===== src/rtl/tile_bram_loader.sv =====
// Burst engine for the tile's external BRAM port A. It runs command-driven write
// bursts from a word stream, and read bursts into a 2-entry output buffer.
module tile_bram_loader #(
    parameter int TILE_DIM = 2,
    parameter int ADDR_W   = 10,
    parameter int DATA_W   = 16
) (
    input  logic              clk,
    input  logic              reset,
    input  logic              cmd_valid,
    output logic              cmd_ready,
    input  logic              cmd_write,
    input  logic [7:0]        cmd_i,
    input  logic [7:0]        cmd_j,
    input  logic [ADDR_W-1:0] cmd_addr,
    input  logic [ADDR_W:0]   cmd_len,
    input  logic              wr_valid,
    output logic              wr_ready,
    input  logic [DATA_W-1:0] wr_data,
    output logic              rd_valid,
    input  logic              rd_ready,
    output logic [DATA_W-1:0] rd_data,
    output logic              busy,
    output logic              err,
    output logic              external,
    output logic [7:0]        BRAM_i,
    output logic [7:0]        BRAM_j,
    output logic              WEA,
    output logic [ADDR_W-1:0] ADDRA,
    output logic [DATA_W-1:0] DIA,
    input  logic [DATA_W-1:0] DOA
);
    typedef enum logic [1:0] {IDLE, WRITE, READ, FLUSH} state_t;

    localparam logic [7:0]        DIM   = 8'(TILE_DIM);
    localparam logic [ADDR_W+1:0] SPACE = (ADDR_W+2)'(1) << ADDR_W;

    state_t state, state_next;

    logic [ADDR_W-1:0] ptr;
    logic [ADDR_W:0]   remaining;
    logic              wea_q;
    logic [ADDR_W-1:0] addr_q;
    logic [DATA_W-1:0] dia_q;
    logic              err_q;
    logic              external_q;
    logic [7:0]        bram_i_q;
    logic [7:0]        bram_j_q;
    logic              inflight;
    logic [DATA_W-1:0] buf_mem [2];
    logic              buf_head;
    logic [1:0]        buf_cnt;

    logic              cmd_fire;
    logic              cmd_bad;
    logic              wr_fire;
    logic              last_beat;
    logic              pop;
    logic              issue;
    logic [1:0]        occupancy;
    logic [ADDR_W+1:0] cmd_end;

    assign cmd_fire  = cmd_valid && cmd_ready;
    assign cmd_end   = {2'b00, cmd_addr} + {1'b0, cmd_len};
    assign cmd_bad   = (cmd_i >= DIM) || (cmd_j >= DIM) || (cmd_len == '0) || (cmd_end > SPACE);
    assign wr_fire   = wr_valid && wr_ready;
    assign last_beat = (remaining == (ADDR_W+1)'(1));
    assign pop       = rd_valid && rd_ready;
    // A word popped this cycle frees its slot, which keeps reads at one word per cycle.
    assign occupancy = 2'(inflight) + buf_cnt - 2'(pop);
    assign issue     = (state == READ) && (remaining != '0) && (occupancy < 2'd2);

    always_ff @(posedge clk) begin
        if (reset) state <= IDLE;
        else       state <= state_next;
    end

    // NOTE: the default assignment comes first, so every path assigns state_next and no latch is inferred.
    always_comb begin
        state_next = state;
        unique case (state)
            IDLE:  if (cmd_fire && !cmd_bad) state_next = cmd_write ? WRITE : READ;
            WRITE: if (wr_fire && last_beat) state_next = FLUSH;
            READ:  if (remaining == '0 && !inflight && occupancy == 2'd0) state_next = FLUSH;
            FLUSH: state_next = IDLE;
        endcase
    end

    always_comb begin
        cmd_ready = (state == IDLE) && !reset;
        wr_ready  = (state == WRITE);
        rd_valid  = (state == READ) && (buf_cnt != 2'd0);
        rd_data   = rd_valid ? buf_mem[buf_head] : '0;
        busy      = (state != IDLE);
        err       = err_q;
        external  = external_q;
        BRAM_i    = bram_i_q;
        BRAM_j    = bram_j_q;
        WEA       = wea_q;
        ADDRA     = (state == READ) ? ptr : addr_q;
        DIA       = dia_q;
    end

    always_ff @(posedge clk) begin
        if (reset) begin
            ptr        <= '0;
            remaining  <= '0;
            wea_q      <= 1'b0;
            addr_q     <= '0;
            dia_q      <= '0;
            err_q      <= 1'b0;
            external_q <= 1'b0;
            bram_i_q   <= '0;
            bram_j_q   <= '0;
            inflight   <= 1'b0;
            buf_head   <= 1'b0;
            buf_cnt    <= 2'd0;
        end else begin
            err_q    <= cmd_fire && cmd_bad;
            wea_q    <= 1'b0;
            inflight <= issue;
            buf_head <= buf_head ^ pop;
            buf_cnt  <= buf_cnt + 2'(inflight) - 2'(pop);
            unique case (state)
                IDLE: if (cmd_fire && !cmd_bad) begin
                    bram_i_q   <= cmd_i;
                    bram_j_q   <= cmd_j;
                    ptr        <= cmd_addr;
                    remaining  <= cmd_len;
                    external_q <= 1'b1;
                end
                WRITE: if (wr_fire) begin
                    wea_q     <= 1'b1;
                    addr_q    <= ptr;
                    dia_q     <= wr_data;
                    ptr       <= ptr + ADDR_W'(1);
                    remaining <= remaining - (ADDR_W+1)'(1);
                end
                READ: if (issue) begin
                    ptr       <= ptr + ADDR_W'(1);
                    remaining <= remaining - (ADDR_W+1)'(1);
                end
                FLUSH: external_q <= 1'b0;
            endcase
        end
    end

    // NOTE: the buffer storage is deliberately left without a reset; buf_cnt gates every read of it.
    always_ff @(posedge clk) begin
        if (inflight) buf_mem[buf_head ^ buf_cnt[0]] <= DOA;
    end
endmodule

===== config.mk =====
export PLATFORM = sky130hd
export DESIGN_NAME = tile_bram_loader
export DESIGN_NICKNAME = d
export VERILOG_FILES = /design/src/rtl/tile_bram_loader.sv
export SDC_FILE = /design/constraint.sdc
export NUM_CORES = 1
export LEC_CHECK = 0
export BUFFER_PORTS_ARGS = -buffer_cell sky130_fd_sc_hd__buf_2
export CAP_MARGIN = 30
export CORE_MARGIN = 1.5
export CORE_UTILIZATION = 57
export DETAILED_ROUTE_END_ITERATION = 6
export MAX_ROUTING_LAYER = met4
export PLACE_DENSITY = 0.85
export REMOVE_ABC_BUFFERS = 1
export SYNTH_ARGS = -nofsm -noshare
export SYNTH_HDL_FRONTEND = slang
export SYNTH_SLANG_ARGS = --single-unit
export TNS_END_PERCENT = 1

===== constraint.sdc =====
create_clock -name clk -period 7.3 [get_ports clk]
set_input_delay 0.73 -clock clk [delete_from_list [all_inputs] [get_ports clk]]
set_output_delay 0.73 -clock clk [all_outputs]
set_load 0.03 [all_outputs]

==> key figures <==
Placement
  • Port Buffer Count: 139
  • Area after DPL: 6120 sq um
  • Placed insts: 799
  • HPWL after detailed placement: 9790 microns
  • RD Place Congestion: 0.945

Worst setup path
  • Critical Path Stages: 17
  • Crit path kind: reg -> reg
  • Worst path max stage delay: 0.43 ns
  • Critical path launch point type: flip-flop
  • Worst path top cell family by delay: simple AND/OR/NAND/NOR gates
  • CP arrival: 4.40 ns
  • Worst path cell trace: inv_1, ha_1, o21ai_1, buf_4, inv_1, and2_1, ha_1, inv_1, ha_1, xnor3_1, o41ai_2, nand2_2, o21ai_4, nor2_2, and3_1, nor2_2, o32ai_1
  • Worst Setup End Kind: flip-flop
  • CP max-delay cell: ha_1
  • CP bufs+invs: 4
  • Cells on worst reg2reg path: 17
  • Max Fanout on Critical Path: 14
  • Worst path required time: 7.57 ns

STA
  • Final Hold Vio Count: 0
  • Worst slew pin tran: 0.918 ns
  • RSZ-0062 raised after global routing: false
  • TNS Setup: 0 ns
  • Pins Over Slew Limit: 0
  • Final worst path period share: 56.6%
  • Minimum clock period: 4.13 ns
  • Clock Skew: 0.0175 ns
  • Hold slack: 0.456 ns
  • Slew margin rel.: 38.7%
  • Final setup violation count: 0
  • F_max: 242 MHz

Floorplan
  • Chip Width: 100 microns
  • # IOs: 140
  • Core area: 9200 sq um
  • Die height: 100 microns
  • Site Rows: 35
  • Die area: 10000 sq um
  • Initial Util: 58.3%

Power and ir drop
  • Sw Ratio: 23.9%
  • P_int: 835 uW
  • Leakage: 0.00270 uW
  • Clock share of power: 36.7%
  • Psw: 262 uW
  • Peak VDD IR: 156 uV
  • Combinational power share: 9.1%
  • Flop pwr share: 54.2%
  • P per Cell Area: 172 nW/um^2
  • Total chip power: 1100 uW

Cells and area
  • N_diodes: 0
  • Area of the multi-input gates: 2730 sq um
  • Seq. cell area: 2400 sq um
  • FILL cells: 717
  • Share of cells above drive strength 1: 26.1%
  • Post-layout nets: 796
  • Non-filler instance count after layout: 816
  • Area Overhead vs Synth: 18.7%
  • Design Area, Final: 6370 sq um

Drt
  • 1st-pass router iterations: 5
  • DR WL/cell: 16.6 microns
  • # DRC: 0
  • Final WL: 13,500 microns
  • Total number of vias: 4,873
  • Antenna viol nets, final: 0
  • 1st-iter DRT viols: 438
  • Drt via density: 5.97

Yosys
  • Post-synthesis cell type count: 68
  • Top_reg_cell synth: dfxtp_1
  • Count leader, synth: nand2_1
  • Synth Register Bits: 104
  • Post-synth EDFFs: 32
  • Top cells by area, synth: dfxtp_1 27%, edfxtp_1 18%, nand2_1 5.7%
  • Cells after Synth: 577
  • Syn_area_per_cell: 9.29 sq um
  • YS warnings: 0
  • Synth cell count leaders: 81 x nand2_1, 72 x dfxtp_1, 51 x a21oi_1, 50 x nor2_1, 32 x edfxtp_1
  • Async SR Flop Fraction: 0%
  • Seq/Total Area, Yosys: 44.8%
  • Synth area leader: dfxtp_1
  • Synth top area share: 26.9%
  • Synthesized area: 5360 sq um

Clock network
  • CTS tree: done
  • Depth of the CTS H-tree: 3
  • Post-cts resize count: 0
  • Clk root buf: clkbuf_8
  • Setup Buffers After CTS: 0
  • CTS buffer count: 9
  • Reg clk slew, reported paths: 0.10 ns
  • Clk buf depth: 2
  • Hold Buf Count CTS: 0
  • Clk sink count: 104
  • Clock latency at the later pin of the worst-skew pair: 0.37 ns

GRT
  • Grt ovf: 0
  • Pin count of the biggest net entering global routing: 55
  • Vias in the first global route: 4,624
  • Initial antenna violation count: 0
  • Tot GR Track Use: 27.9%
  • First-pass GRT wire length: 21,500 microns

Min path
  • Hold Path Class: reg -> reg
  • Hold Path Stages: 2

Outcome
  • Status: completed

Job
  • Maxcap violations: 0
[cells in the final DEF, fill, tap and decap left out, types with 5 or more instances in the layout]
cell      Yosys  layout
nor3_1       14      14
nor4_1        6       6
a21o_1        5       5
mux2_2       10      10
o221ai_1      8       8
edfxtp_1     32      32
mux2i_1      17      17
and2_1        6       6
nand3_1      10      10
a211oi_1      5       5
clkbuf_8      0       9
o21ai_1       8       8
nor2_1       50      50
dfxtp_1      72      72
nand2_1      81      81
ha_1         20      20
a21oi_1      51      51
o21ai_0      17      17
and3_1       16      16
o21a_1        6       6
a221oi_1      5       5
buf_2         1     139
inv_1        20      20
nor2b_1       7       7
a32o_1       15      15
[logic make-up (layout without fill, tap and decap cells)]
kind of cell             Yosys count  after routing  synth area share, %
AND/OR/NAND/NOR                  215            215                 18.9
AO/OA/AOI/OAI                    151            151                 20.4
flip-flops                       104            104                 44.8
buffers and inverters             53            181                 4.36
multiplexers                      27             27                 5.27
adder cells (fa/ha/maj)           21             21                 5.04
XOR/XNOR                           6              6                 1.24
[routing by layer]
metal	wire length (microns)	global-route usage (%)
met2	6640	45.7
met4	369	11.5
met1	5730	33.7
met5	0	-
met3	785	5.57
[worst reg2reg max path: cells and delay by family, from the launching register on]
kind                       cells  cell delay, ns
AOI/OAI and AO/OA              4            0.94
xor gates and xnor gates       1            0.43
adders and majority gates      3            0.87
buffers and inverters          4            0.47
DFF                            1            0.37
and+or+nand+nor                5            0.94
[worst paths after layout]
| path | startpoint | end | slack, ns |
|---|---|---|---|
| max reg2reg | state[0] | remaining[6] | 3.17 |
| min | DIA[13] | DIA[13] | 0.46 |
| max | state[0] | remaining[6] | 3.17 |
| min reg2reg | DIA[13] | DIA[13] | 0.46 |
[state kept, by name, summed over array words and instances (netlist names)]
signal / count
external: 1
WEA: 1
buf_cnt: 2
ptr: 10
buf_head: 1
DIA: 16
err: 1
state: 2
BRAM_j: 8
BRAM_i: 8
buf_mem: 32
remaining: 11
inflight: 1
addr_q: 10
[stage by stage]
stage	utilization (%)	setup slack [ns]
2_1_floorplan	-	3.39
3_3_place_gp	65.8	3.27
3_5_place_dp	66.5	3.20
4_1_cts	68.9	3.19
5_1_grt	69.2	2.83
6_report	69.2	3.17
[power groups by stage]
stage                     logic, uW  clock network [uW]  registers (uW)
final                          99.7                 402             595
after global routing            109                 429             595
after CTS                      98.3                 403             595
after detailed placement       97.6                   0             608
after global placement         94.3                   0             608
after floorplan                51.9                   0             609
[cell type report]
cell class | instances | share of cell area (%)
multi-input combinational | 420 | 42.8
sequential | 104 | 37.7
timing repair buffer | 145 | 12.6
tap | 111 | 2.18
clock buffer | 10 | 2.00
clock inverter | 6 | 1.51
inverter | 20 | 1.18
(Power assumes the default switching activity.)
